==> config.mk <==
export PLATFORM = sky130hd
export DESIGN_NAME = decode_queue
export DESIGN_NICKNAME = d
export VERILOG_FILES = /design/src/rtl/decode_queue.sv
export SDC_FILE = /design/constraint.sdc
export NUM_CORES = 1
export LEC_CHECK = 0
export CELL_PAD_IN_SITES_DETAIL_PLACEMENT = 0
export CELL_PAD_IN_SITES_GLOBAL_PLACEMENT = 1
export CORE_UTILIZATION = 43
export DETAILED_ROUTE_END_ITERATION = 7
export PLACE_DENSITY_LB_ADDON = 0.1
export SLEW_MARGIN = 30
export SYNTH_ARGS = -nofsm -noshare
export SYNTH_HDL_FRONTEND = slang
export SYNTH_SLANG_ARGS = --single-unit
export TNS_END_PERCENT = 20
==> constraint.sdc <==
create_clock -name clk -period 5.1 [get_ports clk]
set_input_delay 1.02 -clock clk [delete_from_list [all_inputs] [get_ports clk]]
set_output_delay 1.02 -clock clk [all_outputs]
set_load 0.05 [all_outputs]
==> src/rtl/decode_queue.sv <==
// -----------------------------------------------------------------------------
// decode_queue_pkg / decode_queue
//
// Decode stage with an elastic instruction buffer between fetch and execute.
// Every fetch bundle the queue accepts is decoded on entry by the decoder and
// immgen functions. The decoded bundle is stored in a circular buffer of DEPTH
// entries, and execute pops bundles with a valid/ready handshake. A flush
// (redirect) discards everything that is buffered or arriving.
//
// Parameters
//   DEPTH   buffer entries (power of two, >= 2)
//   CNT_W   occupancy counter width (derived, do not override)
//
// Ports
//   clk         rising-edge clock
//   resetn      asynchronous active-low reset
//   in_valid    fetch offers in_data
//   in_data     fetch bundle {raw_instr, pc, valid, instr_misalign}
//   in_ready    buffer can accept this cycle (never depends on out_ready)
//   flush       redirect: drop stored and incoming instructions
//   out_valid   head bundle available
//   out_ready   execute consumes the head
//   out_ctl     decoded control
//   out_ra1/2   source registers, zero when the source is unused
//   out_pc      instruction pc
//   out_imm     generated immediate
//   out_csr_ra  CSR address (same as out_ctl.csr.csr)
//   count       current occupancy
//   All out_* payload outputs are zero whenever out_valid is low.
//
// Build option
//   DECODE_QUEUE_BYPASS_EN  when defined, an instruction arriving at an empty
//                           buffer appears on out_* in the same cycle and is
//                           not stored if execute takes it at once.
// -----------------------------------------------------------------------------
package decode_queue_pkg;

    typedef logic [63:0] u64;
    typedef logic [4:0]  creg_addr_t;
    typedef logic [11:0] csr_addr_t;

    typedef struct packed {
        logic [31:0] raw_instr;
        u64          pc;
        logic        valid;
        logic        instr_misalign;
    } fetch_data_t;

    typedef struct packed {
        logic      en;
        logic [2:0] op;
        csr_addr_t csr;
    } csr_ctl_t;

    typedef struct packed {
        logic [6:0] opcode;
        logic [2:0] funct3;
        logic       funct7_5;
        creg_addr_t rd;
        logic       rdEn;
        logic       ra1En;
        logic       ra2En;
        logic       illegal;
        logic       instr_misalign;
        csr_ctl_t   csr;
    } control_t;

    typedef enum logic [6:0] {
        OPC_LOAD      = 7'b0000011,
        OPC_MISC_MEM  = 7'b0001111,
        OPC_OP_IMM    = 7'b0010011,
        OPC_AUIPC     = 7'b0010111,
        OPC_OP_IMM_32 = 7'b0011011,
        OPC_STORE     = 7'b0100011,
        OPC_OP        = 7'b0110011,
        OPC_LUI       = 7'b0110111,
        OPC_OP_32     = 7'b0111011,
        OPC_BRANCH    = 7'b1100011,
        OPC_JALR      = 7'b1100111,
        OPC_JAL       = 7'b1101111,
        OPC_SYSTEM    = 7'b1110011
    } opcode_e;

    typedef enum logic [2:0] {
        IMM_NONE, IMM_I, IMM_S, IMM_B, IMM_U, IMM_J, IMM_Z
    } imm_fmt_e;

    // CSR instructions are SYSTEM with funct3[1:0] != 0; funct3[2] selects
    // the immediate (zimm) form, which has no source register.
    function automatic logic is_csr(input logic [31:0] instr);
        return (instr[6:0] == OPC_SYSTEM) && (instr[13:12] != 2'b00);
    endfunction

    // A misaligned fetch carries no usable instruction bits, so only the
    // exception tag is raised and every other field stays zero.
    function automatic control_t decoder(input logic [31:0] instr,
                                         input logic        instr_misalign);
        control_t c;
        c = '0;
        if (instr_misalign) begin
            c.instr_misalign = 1'b1;
        end else begin
            c.opcode   = instr[6:0];
            c.funct3   = instr[14:12];
            c.funct7_5 = instr[30];
            case (instr[6:0])
                OPC_LUI, OPC_AUIPC, OPC_JAL: c.rdEn = 1'b1;
                OPC_JALR, OPC_LOAD, OPC_OP_IMM, OPC_OP_IMM_32: begin
                    c.rdEn  = 1'b1;
                    c.ra1En = 1'b1;
                end
                OPC_BRANCH, OPC_STORE: begin
                    c.ra1En = 1'b1;
                    c.ra2En = 1'b1;
                end
                OPC_OP, OPC_OP_32: begin
                    c.rdEn  = 1'b1;
                    c.ra1En = 1'b1;
                    c.ra2En = 1'b1;
                end
                OPC_SYSTEM: begin
                    if (is_csr(instr)) begin
                        c.rdEn    = 1'b1;
                        c.ra1En   = !instr[14];
                        c.csr.en  = 1'b1;
                        c.csr.op  = instr[14:12];
                        c.csr.csr = instr[31:20];
                    end
                end
                OPC_MISC_MEM: ;
                default: c.illegal = 1'b1;
            endcase
            c.rd = c.rdEn ? instr[11:7] : '0;
        end
        return c;
    endfunction

    function automatic imm_fmt_e imm_fmt(input logic [31:0] instr);
        imm_fmt_e f;
        case (instr[6:0])
            OPC_LOAD, OPC_JALR, OPC_OP_IMM, OPC_OP_IMM_32: f = IMM_I;
            OPC_STORE:                                     f = IMM_S;
            OPC_BRANCH:                                    f = IMM_B;
            OPC_LUI, OPC_AUIPC:                            f = IMM_U;
            OPC_JAL:                                       f = IMM_J;
            OPC_SYSTEM: f = (is_csr(instr) && instr[14]) ? IMM_Z : IMM_NONE;
            default:                                       f = IMM_NONE;
        endcase
        return f;
    endfunction

    function automatic u64 immgen(input logic [31:0] instr,
                                  input logic        instr_misalign);
        u64 imm;
        imm = '0;
        if (!instr_misalign) begin
            case (imm_fmt(instr))
                IMM_I: imm = {{52{instr[31]}}, instr[31:20]};
                IMM_S: imm = {{52{instr[31]}}, instr[31:25], instr[11:7]};
                IMM_B: imm = {{51{instr[31]}}, instr[31], instr[7],
                              instr[30:25], instr[11:8], 1'b0};
                IMM_U: imm = {{32{instr[31]}}, instr[31:12], 12'b0};
                IMM_J: imm = {{43{instr[31]}}, instr[31], instr[19:12],
                              instr[20], instr[30:21], 1'b0};
                IMM_Z: imm = {59'b0, instr[19:15]};
                default: imm = '0;
            endcase
        end
        return imm;
    endfunction

endpackage

module decode_queue
    import decode_queue_pkg::*;
#(
    parameter int DEPTH = 4,
    parameter int CNT_W = $clog2(DEPTH) + 1
) (
    input  logic             clk,
    input  logic             resetn,
    input  logic             in_valid,
    input  fetch_data_t      in_data,
    output logic             in_ready,
    input  logic             flush,
    output logic             out_valid,
    input  logic             out_ready,
    output control_t         out_ctl,
    output creg_addr_t       out_ra1,
    output creg_addr_t       out_ra2,
    output u64               out_pc,
    output u64               out_imm,
    output csr_addr_t        out_csr_ra,
    output logic [CNT_W-1:0] count
);

    localparam int PTR_W = $clog2(DEPTH);

    typedef logic [PTR_W-1:0] ptr_t;

    typedef struct packed {
        control_t   ctl;
        creg_addr_t ra1;
        creg_addr_t ra2;
        u64         pc;
        u64         imm;
    } entry_t;

    entry_t           mem_q [DEPTH];
    ptr_t             wptr_q, wptr_d;
    ptr_t             rptr_q, rptr_d;
    logic [CNT_W-1:0] count_q, count_d;

    entry_t dec_entry;
    entry_t head_entry;
    logic   push;
    logic   pop;
    logic   wr_en;
    logic   rd_en;
    logic   bypass_active;

    // Decode is purely combinational on the incoming bundle.
    always_comb begin
        dec_entry.ctl = decoder(in_data.raw_instr, in_data.instr_misalign);
        dec_entry.ra1 = dec_entry.ctl.ra1En ? in_data.raw_instr[19:15] : '0;
        dec_entry.ra2 = dec_entry.ctl.ra2En ? in_data.raw_instr[24:20] : '0;
        dec_entry.pc  = in_data.pc;
        dec_entry.imm = immgen(in_data.raw_instr, in_data.instr_misalign);
    end

    // in_ready looks only at local occupancy, so execute stalls never reach
    // fetch combinationally; a full buffer refuses even if it is popped now.
    assign in_ready = resetn && (count_q < CNT_W'(DEPTH));

    // A bubble (in_data.valid == 0) completes the handshake but stores nothing.
    assign push = in_valid && in_ready && !flush && in_data.valid;

`ifdef DECODE_QUEUE_BYPASS_EN
    // in_ready folds in resetn so nothing is presented while in reset.
    assign bypass_active = in_ready && (count_q == '0) && in_valid &&
                           in_data.valid && !flush;
`else
    assign bypass_active = 1'b0;
`endif

    assign out_valid = bypass_active || ((count_q != '0) && !flush);
    assign pop       = out_valid && out_ready;

    // A bypassed bundle taken by execute in the same cycle is never stored;
    // the storage side cannot pop while bypassing because it is empty.
    assign wr_en = push && !(bypass_active && out_ready);
    assign rd_en = pop && !bypass_active;

    // NOTE: every signal gets a default at the top of the block so no path
    // leaves it unassigned, which would otherwise infer a latch.
    always_comb begin
        wptr_d  = wptr_q;
        rptr_d  = rptr_q;
        count_d = count_q;
        if (flush) begin
            wptr_d  = '0;
            rptr_d  = '0;
            count_d = '0;
        end else begin
            if (wr_en) wptr_d = wptr_q + ptr_t'(1);
            if (rd_en) rptr_d = rptr_q + ptr_t'(1);
            case ({wr_en, rd_en})
                2'b10:   count_d = count_q + CNT_W'(1);
                2'b01:   count_d = count_q - CNT_W'(1);
                default: count_d = count_q;
            endcase
        end
    end

    // NOTE: state registers use non-blocking assignments so every flop
    // samples the pre-edge value of its neighbours.
    always_ff @(posedge clk or negedge resetn) begin
        if (!resetn) begin
            wptr_q  <= '0;
            rptr_q  <= '0;
            count_q <= '0;
        end else begin
            wptr_q  <= wptr_d;
            rptr_q  <= rptr_d;
            count_q <= count_d;
        end
    end

    // NOTE: the storage array has no reset; entries are only observable
    // through count, which is reset, so clearing them would buy nothing.
    always_ff @(posedge clk) begin
        if (wr_en) begin
            mem_q[wptr_q] <= dec_entry;
        end
    end

    assign head_entry = bypass_active ? dec_entry : mem_q[rptr_q];

    always_comb begin
        out_ctl = '0;
        out_ra1 = '0;
        out_ra2 = '0;
        out_pc  = '0;
        out_imm = '0;
        if (out_valid) begin
            out_ctl = head_entry.ctl;
            out_ra1 = head_entry.ra1;
            out_ra2 = head_entry.ra2;
            out_pc  = head_entry.pc;
            out_imm = head_entry.imm;
        end
    end

    assign out_csr_ra = out_ctl.csr.csr;
    assign count      = count_q;

endmodule

==> results.md <==
* Post-synthesis cell area at 0.0234 mm²
* Violation count after the first detailed-route iteration at 787
* Arrival time at the worst endpoint at 3.36 ns
* Count of non-filler cells in the finished layout at 2203
* Setup crit start: rptr_q[0]
* Initial core utilization at 43.5%
* Multi-input combinational cell area at 0.00534 mm²
* HPWL reported at the end of detailed placement at 33900 µm
* Total iterations of the first detailed-routing run at 5
* Slew @ Worst Pin at 0.866 ns
* Number of clock sinks at 579
* Endpoints failing setup at 0
* Area share of the largest cell type after synthesis at 73.4%
* Hold/Removal Path Class: reg2reg
* Detailed-route via count at 12.0k
* Pin count of the biggest net entering global routing at 59
* Number of buffer cells added on primary ports at 294
* All-layer global routing usage at 20.0%
* Worst max-slew margin expressed relative to the limit at 42.1%
* Row Count at 85
* Number of buffers added to fix hold violations after cts at 0
* Min Tclk post-route at 4.38 ns
* Cell at the root of the clock tree: sky130_fd_sc_hd__clkbuf_16
* Count of instances resized after the clock tree is built at 0
* Crit Reg-Reg Startpoint: count[2]
* Die Width at 235 µm
* Number of top-level pins at 295
* Nets in the synthesized netlist at 1293
* Most common cell after layout, fill and taps aside: sky130_fd_sc_hd__edfxtp_1
* Unrepaired setup endpoints after global routing: false
* Areal power density over the cells at 342 mW/mm²
* Clock skew after layout at 0.00987 ns
* Sequential cell area at 0.0174 mm²
* Leakage power at 9.64 nW
* Vias in the first global route at 12.7k
* DRT antenna net count at 0
* Worst reg2reg endpoint: count[1]
* Number of inserted filler cells in the final layout at 4201
* Total die area at 0.0554 mm²
* Endpoint, Worst Hold: wptr_q[1]
* Count of unresolved DRC violations after routing at 0
* EDFF count, synth at 572
* Fin. Hold Viols at 0
* Peak supply drop at 0.282 mV
* CTS tree: built
* # Post-CTS Setup Buffers at 0
* Ratio of routed vias to standard cells at 5.47
* Main area contributors after synthesis: sky130_fd_sc_hd__edfxtp_1 (73%), sky130_fd_sc_hd__mux4_2 (14%), sky130_fd_sc_hd__and3_1 (3.9%), sky130_fd_sc_hd__buf_4 (1.5%), sky130_fd_sc_hd__and2_1 (0.94%)
* Total Negative Setup Slacks at 0 ns
* Worst path required time at 4.08 ns
* Critical path startpoint category: flop
* Core region area at 0.0538 mm²
* Number of synthesized register bits at 579
* Maximum level of the CTS H-tree at 2
* Clock buffer depth at 3
* Worst-path fanout max at 25
* Cell count of the worst hold path at 2
* Achievable clock frequency at 228 MHz
* Average footprint of a synthesized cell at 19.7 µm²
* Final Slew Violations at 0
* Post-CTS clock slew at the launch and capture registers of the worst setup and hold paths at 0.06 ns
* Post-synthesis async set-or-reset flop share at 1.21%
* Area added between synthesis and finish at 25.4%
* Worst setup path category: reg2out
* Nature of the critical path endpoint: primary output
* Inst Count DP at 2091
* Number of warnings issued by yosys at 0
* Post-synth top flop: sky130_fd_sc_hd__edfxtp_1
* Total congestion overflow at 0
* Initial antenna violation count at 4
* Number of nets in the layout at 1564
* Hold Startpoint: wptr_q[1]
* Fraction of layout instances using a drive strength above 1 at 21.4%
* Wire length per cell after detailed routing at 24.7 µm
* Overall power at 10.0 mW
* Most frequent cells in the layout: sky130_fd_sc_hd__edfxtp_1 (572), sky130_fd_sc_hd__clkdlybuf4s50_1 (256), sky130_fd_sc_hd__and3_1 (145)
* Wire length reported by the detailed router at 54400 µm
* # Max-Cap Violations at 0
* Cell count after synthesis at 1185
* Register-to-register setup slack at 2.43 ns
* Count of unique library cells instantiated by Yosys at 55
* Final weighted congestion in routability-driven placement at 0.759
* Post-route clock period utilization at 85.8%
* Length in cells of the worst reg-to-reg path at 7
* Chip height at 235 µm
* First-pass GRT wire length at 82100 µm
* Sequential area share after synthesis at 74.1%
* Largest area contributor in the netlist: sky130_fd_sc_hd__edfxtp_1
* Skew-Pair Late Insertion Delay at 0.61 ns
* Outcome: complete, no violations
* CTS buffer count at 59
## cell families after synthesis
family          count (synthesis)  synth area share, %
compound gates                 58                 1.77
xor+xnor                        2               0.0749
fa+ha+maj                       5                0.299
buf+inv                       135                 3.12
flops                         579                 74.1
mux                           145                 13.9
simple gates                  261                 6.75
## sequential cells by signal, summed over array words and instances (netlist names)
signal  cells
count       3
mem_q     572
rptr_q      2
wptr_q      2
## final cells by class
cell class	instances	share of cell area [%]
sequential	579	59.1
clock inverter	32	0.844
timing repair buffer	332	13.1
antenna	1	0.00853
tap	696	2.97
multi-input combinational	471	18.2
clock buffer	79	5.57
inverter	13	0.175
## how the worst max path moves through the flow
| stage | slack, ns | endpoint |
|---|---|---|
| after detailed placement | 0.73 | out_csr_ra[5] |
| after global placement | 0.75 | out_ctl[15] |
| after CTS | 0.59 | out_ra2[3] |
| after global routing | 0.55 | out_ra2[3] |
| after floorplan | -0.42 | mem_q[3][0] |
| final | 0.72 | out_ra2[3] |
## stage by stage
step | utilization [%] | cell area [µm²] | hold WS (ns) | setup slack (ns)
finish | 54.5 | 29400 | 0.627 | 0.723
global route | 54.5 | 29400 | 0.670 | 0.547
CTS | 54.5 | 29300 | 0.636 | 0.594
detailed placement | 51.0 | 27500 | 0.628 | 0.727
global placement | 51.0 | 27500 | 0.632 | 0.753
floorplan | - | 23400 | 0.577 | -0.424
## synth_stat cells, types with 2 or more instances
library cell and number:
sky130_fd_sc_hd__a21o_1 11, sky130_fd_sc_hd__a21oi_1 17, sky130_fd_sc_hd__a222oi_1 4, sky130_fd_sc_hd__a31oi_1 2
sky130_fd_sc_hd__and2_1 35, sky130_fd_sc_hd__and3_1 145, sky130_fd_sc_hd__and3b_1 2, sky130_fd_sc_hd__buf_1 5
sky130_fd_sc_hd__buf_2 22, sky130_fd_sc_hd__buf_4 46, sky130_fd_sc_hd__buf_6 3, sky130_fd_sc_hd__clkbuf_1 46
sky130_fd_sc_hd__dfrtp_1 7, sky130_fd_sc_hd__edfxtp_1 572, sky130_fd_sc_hd__ha_1 4, sky130_fd_sc_hd__inv_1 13
sky130_fd_sc_hd__mux4_2 143, sky130_fd_sc_hd__nand2_1 19, sky130_fd_sc_hd__nand3_1 5, sky130_fd_sc_hd__nand4b_1 3
sky130_fd_sc_hd__nor2_1 24, sky130_fd_sc_hd__nor2b_1 11, sky130_fd_sc_hd__nor3_1 3, sky130_fd_sc_hd__nor4_1 3
sky130_fd_sc_hd__o21a_1 2, sky130_fd_sc_hd__o21ai_0 4, sky130_fd_sc_hd__o21ai_2 3, sky130_fd_sc_hd__o21bai_1 3
sky130_fd_sc_hd__xnor2_1 2
## where the power goes
| group | leakage, nW | internal, mW | total (mW) | switching (mW) |
|---|---|---|---|---|
| clock | 0.924 | 2.43 | 4.15 | 1.72 |
| sequential | 5.08 | 5.24 | 5.25 | 0.0138 |
| combinational | 3.63 | 0.263 | 0.635 | 0.372 |
| total | 9.64 | 7.93 | 10.0 | 2.10 |
## critical path, stage by stage (launching register included)
cell	delay, ns
sky130_fd_sc_hd__dfrtp_4	0.80
sky130_fd_sc_hd__buf_4	0.42
sky130_fd_sc_hd__mux4_2	0.61
sky130_fd_sc_hd__and3_1	0.21
sky130_fd_sc_hd__clkdlybuf4s50_1	0.69
## metal layers
layer | vias to the layer above | GRT usage, % | wire (µm)
met2 | 333 | 32.3 | 26400
li1 | 5315 | - | -
met5 | - | 0 | 13
met1 | 6327 | 27.8 | 23900
met4 | 2 | 5.66 | 1100
met3 | 66 | 3.74 | 2970
No activity file was read; power rests on OpenSTA's default activity.
